### src/rtl/mec_pkg.sv
// Shared constants and helpers for the multi-channel event counter.
// Optional build macro: MULTI_EVT_COUNTER_SATURATE_EN (saturating counters).
package mec_pkg;

    localparam int NCH_DEF   = 4;
    localparam int CNT_W_DEF = 64;
    localparam int PRE_W_DEF = 4;

    // Width of the channel-select bus for a given channel count.
    function automatic int sel_width(input int nch);
        return $clog2(nch);
    endfunction

endpackage

### src/rtl/mec_channel.sv
// One prescaled event-counter channel: count, prescale, divisor, sticky
// overflow and a one-cycle tick that coincides with the new count value.
// Optional build macro: MULTI_EVT_COUNTER_SATURATE_EN makes the counter
// stick at all-ones instead of wrapping to zero.
//
// Strobe semantics: en, clr and div_we are single-cycle qualifiers sampled
// on the rising Clk edge; there is no back-pressure. Priority within a
// cycle is Reset > clr > div_we > en, and a lower-priority strobe that
// loses to a higher one is dropped, not deferred.
module mec_channel
    import mec_pkg::*;
#(
    parameter int CNT_W = 8,
    parameter int PRE_W = 4
) (
    input  logic             Clk,
    input  logic             Reset,
    input  logic             en,
    input  logic             clr,
    input  logic             div_we,
    input  logic [PRE_W-1:0] div_in,
    output logic [CNT_W-1:0] cnt,
    output logic             ovf,
    output logic             tick
);

    logic [PRE_W-1:0] pre;
    logic [PRE_W-1:0] div;

    logic             pre_done;
    logic             cnt_full;
    logic [CNT_W-1:0] cnt_inc;

    // Prescale terminal condition and the value the counter takes on increment.
    always_comb begin
        pre_done = (pre == div);
        cnt_full = (cnt == {CNT_W{1'b1}});
`ifdef MULTI_EVT_COUNTER_SATURATE_EN
        cnt_inc  = cnt_full ? cnt : cnt + 1'b1;
`else
        cnt_inc  = cnt + 1'b1;
`endif
    end

    // Channel state update in priority order; tick defaults low every cycle.
    always_ff @(posedge Clk) begin
        tick <= 1'b0;
        if (Reset) begin
            cnt <= '0;
            pre <= '0;
            div <= '0;
            ovf <= 1'b0;
        end else if (clr) begin
            cnt <= '0;
            pre <= '0;
            ovf <= 1'b0;
        end else if (div_we) begin
            div <= div_in;
            pre <= '0;
        end else if (en) begin
            if (pre_done) begin
                pre  <= '0;
                cnt  <= cnt_inc;
                tick <= 1'b1;
                if (cnt_full) begin
                    ovf <= 1'b1;
                end
            end else begin
                pre <= pre + 1'b1;
            end
        end
    end

endmodule

### src/rtl/multi_evt_counter.sv
// Multi-channel prescaled event counter top: decodes Sel into per-channel
// strobes and concatenates the channel outputs. Out-of-range Sel values
// select no channel, so the strobes are ignored.
// Optional build macro: MULTI_EVT_COUNTER_SATURATE_EN (saturating counters).
module multi_evt_counter
    import mec_pkg::*;
#(
    parameter  int NCH   = NCH_DEF,
    parameter  int CNT_W = CNT_W_DEF,
    parameter  int PRE_W = PRE_W_DEF,
    localparam int SEL_W = sel_width(NCH)
) (
    input  logic                 Clk,
    input  logic                 Reset,
    input  logic                 En,
    input  logic [SEL_W-1:0]     Sel,
    input  logic                 Clr,
    input  logic                 DivWe,
    input  logic [PRE_W-1:0]     DivIn,
    output logic [NCH*CNT_W-1:0] Count,
    output logic [NCH-1:0]       Ovf,
    output logic [NCH-1:0]       Tick
);

    logic [NCH-1:0] sel_hit;

    // Per-channel select decode; only values below NCH can match.
    always_comb begin
        sel_hit = '0;
        for (int i = 0; i < NCH; i++) begin
            sel_hit[i] = (Sel == SEL_W'(i));
        end
    end

    for (genvar i = 0; i < NCH; i++) begin : g_ch
        mec_channel #(
            .CNT_W (CNT_W),
            .PRE_W (PRE_W)
        ) u_ch (
            .Clk    (Clk),
            .Reset  (Reset),
            .en     (En    & sel_hit[i]),
            .clr    (Clr   & sel_hit[i]),
            .div_we (DivWe & sel_hit[i]),
            .div_in (DivIn),
            .cnt    (Count[i*CNT_W +: CNT_W]),
            .ovf    (Ovf[i]),
            .tick   (Tick[i])
        );
    end

endmodule

### config.mk
export PLATFORM = sky130hd
export DESIGN_NAME = multi_evt_counter
export DESIGN_NICKNAME = d
export VERILOG_FILES = /design/src/rtl/mec_pkg.sv /design/src/rtl/mec_channel.sv /design/src/rtl/multi_evt_counter.sv
export SDC_FILE = /design/constraint.sdc
export NUM_CORES = 1
export LEC_CHECK = 0
export ABC_AREA = 1
export CORE_MARGIN = 10
export CORE_UTILIZATION = 55
export DETAILED_ROUTE_END_ITERATION = 6
export PLACE_DENSITY = 0.82
export SETUP_SLACK_MARGIN = 0.3
export SYNTH_ARGS = -nofsm -noshare
export SYNTH_HDL_FRONTEND = slang
export SYNTH_SLANG_ARGS = --single-unit
export TNS_END_PERCENT = 30
### constraint.sdc
create_clock -name Clk -period 2.2 [get_ports Clk]
set_input_delay 0.22 -clock Clk [delete_from_list [all_inputs] [get_ports Clk]]
set_output_delay 0.22 -clock Clk [all_outputs]
set_load 0.02 [all_outputs]
# Yosys cells after proc, flatten, opt, wreduce, memory -nomap -nowiden

Index checks and enable logic that the tools add are counted.

Add/subtract/negate cells: 8
Equality and inequality tests: 11
Multiplexer cells: 8
Bitwise operators: 24
Reductions and logical operators: 25

Operators by type and width:

| cell                    | number |
|---|---|
| $add A64 B1 Y64 const B | 4 |
| $eq A64 B64 Y1 const B  | 4 |
| $add A4 B1 Y4 const B   | 4 |
| $eq A4 B4 Y1            | 4 |
| $mux W4                 | 4 |
| $reduce_and A4 Y1       | 4 |
| $reduce_or A4 Y1        | 4 |
| $and A1 B1 Y1           | 12 |
| $not A1 Y1              | 12 |
| $reduce_and A3 Y1       | 4 |
| $reduce_or A3 Y1        | 4 |
| $reduce_and A2 Y1       | 4 |
| $reduce_or A2 Y1        | 4 |
| $eq A2 B2 Y1 const B    | 2 |
| $mux W1                 | 4 |
| $eq A2 B1 Y1 const B    | 1 |
| $logic_not A2 Y1        | 1 |

Bits in registers: 296
Bits of input ports: 11
Output and inout bits: 264
Logic and storage cells: 96

# Longest topological paths before layout

Gate-level depths: netlist of the first run.

Depth after elaboration: 4
Mapped depth: 11
Mapped depth without buffers: 10

# Cells and area by module

A second synthesis of the first run with hierarchy kept.

Cells, all modules: 2,888
Area total of the unflattened synthesis: 17,309.1 um2

Modules (own cells, without submodules):

| module                          | times used | cells an instance | area each (um2) | seq. area each (um2) |
|---|---|---|---|---|
| mec_channel at g_ch[0].u_ch ... | 3          | 714               | 4,301.6         | 1,481.4 |
| mec_channel at g_ch[3].u_ch     | 1          | 725               | 4,325.4         | 1,481.4 |
| multi_evt_counter               | 1          | 21                | 78.8            | 0.0 |

# Worst setup path before layout of the first run

OpenSTA, ideal clock, no wires.

Path kind: flip-flop to flip-flop
From: reg g_ch[1].u_ch.cnt[1]
To: reg g_ch[1].u_ch.cnt[48]
Library setup time: 0.115 ns
Arrival time: 1.695 ns
Required time: 2.085 ns
Setup slack: 0.390 ns
Stages on the path, launching flop included: 11
Buffers on the path: 0
Period minus slack after synthesis: 1.810 ns
Cell sequence: dfxtp_1 -> ha_1 -> inv_1 -> nor2_1 -> nand2_1 -> nor2_1 -> nand2_1 -> nor2_1 -> nand3_1 -> nand2_1 -> nor2_1

Longest elaborated chain between the ends: 1

Ends and longest elaborated chain:

| what                   | RTL line          | RTL |
|---|---|---|
| start, declared        | mec_channel.sv:22 | `output logic [CNT_W-1:0] cnt,` |
| start signal, assigned | mec_channel.sv:63 | `cnt <= cnt_inc;` |
| $add A64 B1 Y64        | mec_channel.sv:41 | `cnt_inc = cnt + 1'b1;` |

No other way between the ends.
A chain may end at the register's enable or synchronous reset.

# Worst setup path after layout of the first run

From: reg g_ch[3].u_ch.cnt[52]
To: out Count[244]

RTL lines:

| what                   | RTL line                | RTL |
|---|---|---|
| start, declared        | mec_channel.sv:22       |  |
| start signal, assigned | mec_channel.sv:63       |  |
| end, declared          | multi_evt_counter.sv:20 | `output logic [NCH*CNT_W-1:0] Count,` |

No word-level cell between the ends.

==> Flow_metrics.wiki, run 1 <==
{| class="wikitable"
! Metric !! Value
|-
| Top-level I/O count || 275
|-
| Vias in the first global route || 18297
|-
| GRT met1 Usage || 0.355
|-
| Top flip-flop cell by instance count after synthesis || dfxtp_1
|-
| Max-cap viol count || 0
|-
| Total DRC errors in the routed layout || 0
|-
| Count of TritonRoute iterations in the first routing pass || 5
|-
| Peak Freq || approximately 0.52 GHz
|-
| Die Ht || just under 200 µm
|-
| Hold Crit Class || input pin to flop
|-
| VDD IR-drop max || 525 µV
|-
| CTS tree || yes
|-
| Initial antenna violation count || 8
|-
| Clock-pin slew on the worst setup and hold paths || 60 ps
|-
| GRT met2 Usage || 0.490
|-
| Final design area excluding fillers || between 20000 and 25000 µm²
|-
| DPL Wire Length || 44800 µm
|-
| Number of setup violations in the final report || 0
|-
| Number of flip-flops and latches in the synthesized netlist || slightly below 300
|-
| Number of fill cells || 2598
|-
| Later-pin clock latency in the skew report || ~520 ps
|-
| Seq/Total Area, Yosys || 0.350
|-
| Routed WL per cell || 16.1 µm
|-
| Worst hold path startpoint || Reset
|-
| Clock share of power || 0.492
|-
| First-pass GRT wire length || 93000 µm
|-
| Routed Antenna Nets || 0
|-
| Number of pins exceeding their max-slew limit in the final report || 0
|-
| Area of the mapped netlist || 16900 µm²
|-
| Number of input and output port buffers inserted || 274
|-
| Die width || 195 µm
|-
| Fraction of registers with async set or reset after synthesis || 0
|-
| Via-to-Cell Ratio || 5.47
|-
| Aggregate routed wire length || 58600 µm
|-
| Iteration-0 DRC count of the detailed router || 1666
|-
| Arr. time, crit path || 1690 ps
|-
| Delay of the slowest cell on the worst path || 690 ps
|-
| Clk Tree Root Cell || clkbuf_16
|-
| Crit-path cells || clkdlybuf4s50_1
|-
| Layout cells sized above 1 || 0.0691
|-
| Largest fanout of any net on the critical path || 5
|-
| Vias || between 15000 and 20000
|-
| Remaining Overflow, GRT || 0
|-
| Synth top cells by count || nand2_1 (953), nor2_1 (887), dfxtp_1 (296)
|-
| Startpoint of the most critical setup path || g_ch[3].u_ch.cnt[52]
|-
| Post-Synthesis Net Count || 2941
|-
| Number of hold violations in the final report || 0
|-
| Global placer's final weighted congestion || just under 1
|-
| Count of buffer and inverter cells on the critical path || 1
|-
| Distinct cell type count of the synthesized netlist || 29
|-
| Area Growth Syn to Fin || 28.4%
|-
| Period minus WS final || 1910 ps
|-
| GRT Util Overall || 0.288
|-
| Clock Path Buffers || 3
|-
| Total number of H-tree levels || 2
|-
| Switch Pwr || about 2.8 mW
|-
| Largest area contributor in the netlist || dfxtp_1
|-
| Cell type group with the largest total delay on the critical path || buffers and inverters
|-
| Pwr dens || roughly 540 nW/µm²
|-
| EDFF count, synth || 0
|-
| R2R Path Start || g_ch[2].u_ch.cnt[29]
|-
| Pin count of the biggest net entering global routing || 67
|-
| Syn_area_per_cell || ~5.8 µm²
|-
| Relative slew slack || 0.738
|-
| Number of warnings issued by yosys || 0
|-
| Period utilisation layout || 0.868
|-
| Final Total Pwr || 11.7 mW
|-
| Initial cell density of the core || 0.556
|-
| Most used routing layer in global routing || met2
|-
| Actual slew at the worst max-slew pin || 390 ps
|-
| Crit path kind || flop to primary output
|-
| Area of the core || 30400 µm²
|-
| Met3 usage || 0.0612
|-
| Critical-path cell with the highest stage delay || clkdlybuf4s50_1
|-
| Count leader, synth || nand2_1
|-
| Area enclosed by the die boundary || 38200 µm²
|-
| Sort of element at the end of the critical path || primary output
|-
| Run status || complete, no violations
|-
| CP required || just under 2000 ps
|-
| Unrepaired setup endpoints after global routing || true
|-
| Cell row count || 64
|-
| Sequential fraction of design power || 0.460
|-
| Startpoint Class || flop
|-
| Portion of total power attributed to combinational logic || 0.049
|-
| Num Clock Sinks || 296
|-
| Leakage dissipation || 6.96 nW
|-
| Clock buffer count from CTS || 34
|-
| Post-Syn Instances || ~2900
|-
| Area contributors post-synth || dfxtp_1 (35%), nand2_1 (21%), nor2_1 (20%)
|-
| Switch share || 0.235
|-
| Dpl cell area || 20200 µm²
|-
| Portion of synthesized cell area occupied by the leading cell type || 0.350
|-
| Final net count || 3224
|-
| Internal Pwr Total || roughly 9.0 mW
|-
| Worst setup skew after layout || 27.2 ps
|}
==> area by class of cell <==
cell class                 instances  area [µm²]  area share
inverter                         158         593      0.0273
timing repair buffer             327        3280       0.151
sequential                       296        5930       0.273
tap                              396         495      0.0228
antenna                            5        12.5    0.000576
multi-input combinational       2388       10300       0.473
clock inverter                    19         223      0.0103
clock buffer                      41         898      0.0414
==> state kept, by name, summed over array words and instances (netlist names) <==
signal	flops
g_ch.u_ch.cnt	256
g_ch.u_ch.tick	4
g_ch.u_ch.pre	16
g_ch.u_ch.div	16
g_ch.u_ch.ovf	4
==> layout by cell type (no fill, tap or decap) <==
| cell type | Yosys | layout |
|---|---|---|
| nand2_1 | 953 | 935 |
| nor2_1 | 887 | 816 |
| dfxtp_1 | 296 | 291 |
| clkdlybuf4s50_1 | 0 | 274 |
| a21oi_1 | 231 | 230 |
| nand3_1 | 199 | 199 |
| inv_1 | 153 | 153 |
| nor2_2 | 5 | 58 |
| buf_4 | 21 | 42 |
| clkbuf_16 | 0 | 35 |
| o21ai_0 | 26 | 26 |
| nand4_1 | 25 | 25 |
| nor2_4 | 3 | 21 |
| nand2_2 | 1 | 19 |
| xnor2_1 | 16 | 16 |
| xor2_1 | 16 | 16 |
| buf_12 | 0 | 11 |
| clkinv_2 | 0 | 7 |
| clkbuf_1 | 14 | 6 |
| diode_2 | 0 | 5 |
| ha_1 | 8 | 5 |
| clkinv_4 | 0 | 5 |
| dfxtp_2 | 0 | 5 |
| inv_2 | 4 | 4 |
| nand3_2 | 4 | 4 |
| nor3_1 | 4 | 4 |
| bufinv_16 | 0 | 4 |
| nor3b_1 | 3 | 3 |
| ha_2 | 0 | 3 |
| and2_1 | 2 | 2 |
| mux2i_1 | 2 | 2 |
| clkinvlp_4 | 0 | 2 |
| a21oi_4 | 0 | 1 |
| nand3_4 | 1 | 1 |
| clkinv_1 | 1 | 1 |
| a211oi_1 | 1 | 1 |
| nor4_1 | 1 | 1 |
| inv_6 | 0 | 1 |
==> through the flow <==
| stage | TNS [ps] | std cells | util | setup slack, ps | hold slack [ps] |
|---|---|---|---|---|---|
| 3_5_place_dp | -16.4 | 3564 | 0.665 | -9.13 | 444 |
| 2_1_floorplan | 0 | 2922 | - | 390 | 289 |
| 5_1_grt | 0 | 3627 | 0.713 | 227 | 354 |
| 3_3_place_gp | 0 | 3564 | 0.665 | 50.5 | 446 |
| 6_report | 0 | 3630 | 0.713 | 291 | 347 |
| 4_1_cts | 0 | 3624 | 0.704 | 231 | 339 |
==> kinds of logic (layout without fill, tap and decap cells) <==
| family | Yosys count | in the layout | share of synthesized area |
|---|---|---|---|
| buffers and inverters | 238 | 545 | 0.0616 |
| adders and majority gates | 8 | 8 | 0.00592 |
| DFF | 296 | 296 | 0.350 |
| xor gates and xnor gates | 32 | 32 | 0.0166 |
| muxes | 2 | 2 | 0.00118 |
| AOI/OAI and AO/OA | 258 | 258 | 0.0765 |
| other | 0 | 5 | 0 |
| and+or+nand+nor | 2088 | 2088 | 0.488 |
==> what timing repair did <==
action | CTS | global route
pin swaps | 1 | 2
cloned | 0 | 0
gates resized for setup | 23 | 91
hold buffers | 0 | 0
buffers inserted | 0 | 1
endpoints found under the setup margin | 93 | 192
==> per-layer routing <==
layer | vias to the layer above | wire length, µm
met3 | 143 | 4970
met4 | 6 | 1820
met5 | - | 39
li1 | 9781 | -
met2 | 829 | 27800
met1 | 9079 | 24000
==> power by group through the flow <==
stage | clock [mW] | sequential, mW | combinational, mW
floorplan | 0 | 5.52 | 0.385
global placement | 0 | 5.51 | 0.536
CTS | 5.82 | 5.40 | 0.563
finish | 5.78 | 5.40 | 0.571
global route | 6.02 | 5.40 | 0.626
detailed placement | 0 | 5.52 | 0.558
==> worst paths after layout <==
kind,endpoint,cells past startpoint,slack [ps]
worst max-delay path,Count[244],1,290
worst max register to register,g_ch[2].u_ch.cnt[40],9,350
worst min register to register,g_ch[2].u_ch.ovf,2,450
worst min-delay path,g_ch[0].u_ch.div[1],2,350
(Power assumes the default switching activity.)
==> inputs of run 2 (changes only) <==
- SLEW_MARGIN: unset -> 0
- TNS_END_PERCENT: 30 -> 100
==> Flow_metrics.wiki, run 2 (synthesized netlist as in run 1, its figures left out) <==
{| class="wikitable"
! Metric !! Value
|-
| Peak Freq || 0.519 GHz (was 0.524 GHz)
|-
| Dpl cell area || 20200 µm² (unchanged)
|-
| Clock Path Buffers || 3 (unchanged)
|-
| Via-to-Cell Ratio || 5.46 (was 5.47)
|-
| Total DRC errors in the routed layout || 0 (unchanged)
|-
| Most frequent cells in the layout || nand2_1 (930), nor2_1 (804), dfxtp_1 (291), clkdlybuf4s50_1 (260), a21oi_1 (230) (was nand2_1 (935), nor2_1 (816), dfxtp_1 (291), clkdlybuf4s50_1 (274), a21oi_1 (230))
|-
| Crit path kind || flop to flop (was flop to primary output)
|-
| Unrepaired setup endpoints after global routing || true (unchanged)
|-
| Remaining Overflow, GRT || 0 (unchanged)
|-
| Initial cell density of the core || 0.556 (unchanged)
|-
| Leakage dissipation || 7.20 nW (was 6.96 nW)
|-
| Initial antenna violation count || 8 (unchanged)
|-
| CTS tree || yes (unchanged)
|-
| Period utilisation layout || 0.876 (was 0.868)
|-
| Top-level I/O count || 275 (unchanged)
|-
| Total number of H-tree levels || 2 (unchanged)
|-
| Startpoint Class || flop (unchanged)
|-
| Length of routed met3 wiring || 4820 µm (was 4970 µm)
|-
| GRT Util Overall || 0.289 (was 0.288)
|-
| Total met2 wirelength after detailed routing || 28000 µm (was 27800 µm)
|-
| Run status || complete, no violations (unchanged)
|-
| Vias || 19808 (was 19838)
|-
| Largest reg by FF count || g_ch.u_ch.cnt (unchanged)
|-
| Top layer reached by signal wires || met5 (unchanged)
|-
| Worst hold slack || 348 ps (was 347 ps)
|-
| Clk Tree Root Cell || clkbuf_16 (unchanged)
|-
| Clock-pin slew on the worst setup and hold paths || 60 ps (about the same)
|-
| Count of TritonRoute iterations in the first routing pass || 5 (unchanged)
|-
| Area of the core || 30400 µm² (unchanged)
|-
| Routed Antenna Nets || 0 (unchanged)
|-
| Commonest non-fill, non-tap cell in the layout || nand2_1 (unchanged)
|-
| Setup WS post-layout || 273 ps (was 291 ps)
|-
| First-pass GRT wire length || 93100 µm (was 93000 µm)
|-
| Die width || 195 µm (unchanged)
|-
| Pwr dens || 539 nW/µm² (was 541 nW/µm²)
|-
| Iteration-0 DRC count of the detailed router || 1627 (was 1666)
|-
| Clock buffer count from CTS || 34 (unchanged)
|-
| Area enclosed by the die boundary || 38200 µm² (unchanged)
|-
| Layout cells sized above 1 || 0.0743 (was 0.0691)
|-
| Period minus WS final || 1930 ps (was 1910 ps)
|-
| Arr. time, crit path || 2320 ps (was 1690 ps)
|-
| Registers with the most flip-flops || g_ch.u_ch.cnt x256, g_ch.u_ch.div x16, g_ch.u_ch.pre x16 (unchanged)
|-
| # hold bufs at CTS || 0 (unchanged)
|-
| Global placer's final weighted congestion || 0.973 (unchanged)
|-
| Worst slack, placed || -9.13 ps (unchanged)
|-
| Placed cell count || 3564 (unchanged)
|-
| Cell row count || 64 (unchanged)
|-
| Pin count of the biggest net entering global routing || 67 (unchanged)
|-
| Aggregate routed wire length || 58800 µm (was 58600 µm)
|-
| Largest fanout of any net on the critical path || 5 (unchanged)
|-
| Routed WL per cell || 16.2 µm (was 16.1 µm)
|-
| Number of hold violations in the final report || 0 (unchanged)
|-
| Area Growth Syn to Fin || 28.9% (was 28.4%)
|-
| Worst setup skew after layout || 28.5 ps (was 27.2 ps)
|-
| Max-cap viol count || 0 (unchanged)
|-
| Final net count || 3224 (unchanged)
|-
| CP required || 2600 ps (was 1980 ps)
|-
| Vias in the first global route || 18331 (was 18297)
|-
| Final design area excluding fillers || 21800 µm² (was 21700 µm²)
|-
| Die Ht || 195 µm (unchanged)
|-
| Num Clock Sinks || 296 (unchanged)
|-
| Relative slew slack || 0.738 (about the same)
|-
| Final cell count without fillers || 3630 (unchanged)
|-
| DPL Wire Length || 44800 µm (unchanged)
|-
| Length of routed wiring on met1 || 24200 µm (was 24000 µm)
|-
| Number of input and output port buffers inserted || 274 (unchanged)
|-
| Final Total Pwr || 11.7 mW (about the same)
|-
| Sort of element at the end of the critical path || flop (was primary output)
|-
| Number of pins exceeding their max-slew limit in the final report || 0 (unchanged)
|-
| VDD IR-drop max || 521 µV (was 525 µV)
|-
| Actual slew at the worst max-slew pin || 391 ps (was 390 ps)
|-
| Hold Crit Class || input pin to flop (unchanged)
|-
| Flip-flop count of the largest register after layout || 256 (unchanged)
|-
| Later-pin clock latency in the skew report || 520 ps (about the same)
|-
| Number of setup violations in the final report || 0 (unchanged)
|}
[run 2: worst max-delay path: stages (launching register included)]
cell and delay [ps]:
dfxtp_1 420, nand2_1 150, nor2_1 310, nand2_1 200
nor2_1 130, nand2_1 190, nor2_1 230, nand3_1 90
nand2_1 60, nor2_1 40
[run 2: cell type report]
type | count | area (µm²)
multi-input combinational | 2388 | 10300
sequential | 296 | 5930
clock inverter | 19 | 223
tap | 396 | 495
antenna | 5 | 12.5
inverter | 158 | 593
fill | 2582 | 8640
timing repair buffer | 327 | 3300
clock buffer | 41 | 898
[run 2: power breakdown]
| group | leakage, nW | switching, mW | total (mW) | internal (mW) |
|---|---|---|---|---|
| logic | 4.26 | 0.380 | 0.572 | 0.192 |
| registers | 2.39 | 0.0169 | 5.40 | 5.38 |
| clock network | 0.548 | 2.36 | 5.77 | 3.41 |
| total | 7.20 | 2.75 | 11.7 | 8.98 |
[run 2: layer usage]
metal / track usage / vias to the layer above
li1: - / 9789
met1: 0.355 / 9056
met2: 0.489 / 818
met3: 0.0615 / 139
met4: 0.0967 / 6
met5: 0 / -
[run 2: final timing paths]
check                                     startpoint  depth (start not counted)  slack (ps)              endpoint
worst max-delay path            g_ch[1].u_ch.cnt[30]                          9         270  g_ch[1].u_ch.cnt[63]
worst min-delay path                           Reset                          2         350   g_ch[0].u_ch.div[1]
worst min register to register      g_ch[2].u_ch.ovf                          2         450      g_ch[2].u_ch.ovf
worst max register to register  g_ch[1].u_ch.cnt[30]                          9         270  g_ch[1].u_ch.cnt[63]
[run 2: stage by stage]
step	TNS, ps	utilization
final	0	0.716
after global routing	0	0.716
after CTS	0	0.705
after detailed placement	-16.4	0.665
after global placement	0	0.665
after floorplan	0	-
[run 2: timing repair]
item                                    CTS  global route
buffers inserted                          0             1
pin swaps                                 2             4
gates resized for setup                  36           113
endpoints found under the setup margin   93           186
==> patch, RTL diff (settings of run 1) <==
Put a register stage on the output `Ovf`. The value now appears one clock later. The other outputs are not delayed to match.
--- a/src/rtl/multi_evt_counter.sv
+++ b/src/rtl/multi_evt_counter.sv
@@ -24,2 +24,4 @@
 
+    logic [NCH-1:0] Ovf_d;
+
     logic [NCH-1:0] sel_hit;
@@ -46,3 +48,3 @@
             .cnt    (Count[i*CNT_W +: CNT_W]),
-            .ovf    (Ovf[i]),
+            .ovf    (Ovf_d[i]),
             .tick   (Tick[i])
@@ -51,2 +53,6 @@
 
+    always_ff @(posedge Clk) begin
+        Ovf <= Ovf_d;
+    end
+
 endmodule
Function: not settled (the Yosys comparison gave no result); the edit may change what the design does.
==> patch against run 1 <==
Critical path depth grew 8. Worst setup slack worse by 0.011 ns. Area after synthesis increased by 0.39%. Wire length decreased by 0.35%. Sequential cell count up 4. Final area is 0.97% higher. Power barely moved. Via count grew 0.47%. Utilization grew 0.51 points. First-iteration DRC count is 12% lower.
==> patch: results (changes against run 1) <==
Logic synthesis
  – Synth top area cells: dfxtp_1, nand2_1, nor2_1
  – Syn Nets: 2949 (+0.27%)
  – Top cells by count, synth: nand2_1, nor2_1, dfxtp_1, a21oi_1, nand3_1
  – Sequential cell area fraction in the yosys report: 35.4% (+0.33 points)
  – Synth unique cells: 26 (-10%)

Power
  – Int Pwr: 0.00908 W (+1.1%)
  – Leakage power figure: 7.21 nW (+3.7%)
  – Clk pwr: 0.00570 W (-1%)
  – VDD IR max: 0.456 mV (-13%)
  – Net Sw Frac: 22.7% (-0.77 points)

Global routing
  – M1 GR Usage: 35.7% (+0.19 points)
  – GRT Total Usage: 28.5% (-0.31 points)
  – Largest net degree at the start of global routing: 63 (-6.0%)
  – Global routing usage on met3: 6.72% (+0.60 points)
  – First-pass GRT wire length: 92700 microns (-0.30%)
  – Met2 usage: 47.5% (-1.5 points)
  – Initial antenna violation count: 6 (-2)

Timing
  – Crit share post-route: 87.2% (+0.48 points)
  – Slew HR: 71.0% (-2.8 points)
  – Layout Skew: 0.0186 ns (-0.00857 ns)
  – Hold slack final: 0.351 ns (+0.00354 ns)
  – Setup ws final: 0.281 ns (-0.0106 ns)

Route
  – Post-Route M1 WL: 23900 microns (-0.59%)
  – Initial DRC Count: 1473 (-12%)
  – Met3 wire length: 5500 microns (+11%)
  – First-pass DRT Iterations: 6 (+1)
  – Routed Wire Length: 58400 microns (-0.35%)

Min path
  – Min-delay worst type: register to register
  – WHS Endpoint: Ovf[1]
  – Hold Path Cell Cnt: 0 (-2)

Finish
  – Layout cells sized above 1: 6.91% (+0.0074 points)
  – Final-stage net count: 3239 (+0.47%)
  – Final design area excluding fillers: 0.0219 sq mm (+0.97%)

Status
  – Run status: completed

Setup path
  – CP startpoint: g_ch[0].u_ch.cnt[9]
  – CP delay by family, top: simple AND/OR/NAND/NOR gates
  – Critical Path AT: 2.32 ns (+0.63 ns)
  – Worst path slowest cell: dfxtp_1
  – Crit path max fanout: 5 (unchanged)
  – CP peak stage delay: 0.46 ns (-0.23 ns)

Placement
  – HPWL after DPL: 43800 microns (-2.2%)
  – Placed Area: 0.0203 sq mm (+0.48%)
  – Final GP Congestion: 0.980 (+0.75%)

Clock network
  – Num CTS Buffers: 35 (+2.9%)
-- patch: area by class of cell --
type	instances	share of cell area (%)
clock inverter	6	0.365
timing repair buffer	329	15.4
inverter	176	3.01
tap	396	2.26
multi-input combinational	2378	46.9
sequential	300	27.4
antenna	3	0.0343
clock buffer	51	4.65
-- patch: cells by family after synthesis --
kind of cell	count (synthesis)	synth area share (%)
xor+xnor	29	1.50
compound gates	264	7.78
fa+ha+maj	8	0.590
simple gates	2074	48.2
flops	300	35.4
buf+inv	252	6.40
mux	3	0.177
-- patch: what timing repair did --
action | 4_1_cts | 5_1_grt
resized for setup | 35 | 96
setup buffers | 0 | 4
cloned | 0 | 2
pin swaps | 0 | 6
endpoints found under the setup margin | 91 | 171
-- patch: through the flow --
step                      util, %  std cells
after floorplan                 -       2930
after global placement       66.7       3573
after detailed placement     66.7       3573
after CTS                    70.6       3630
after global routing         71.8       3637
final                        71.8       3639
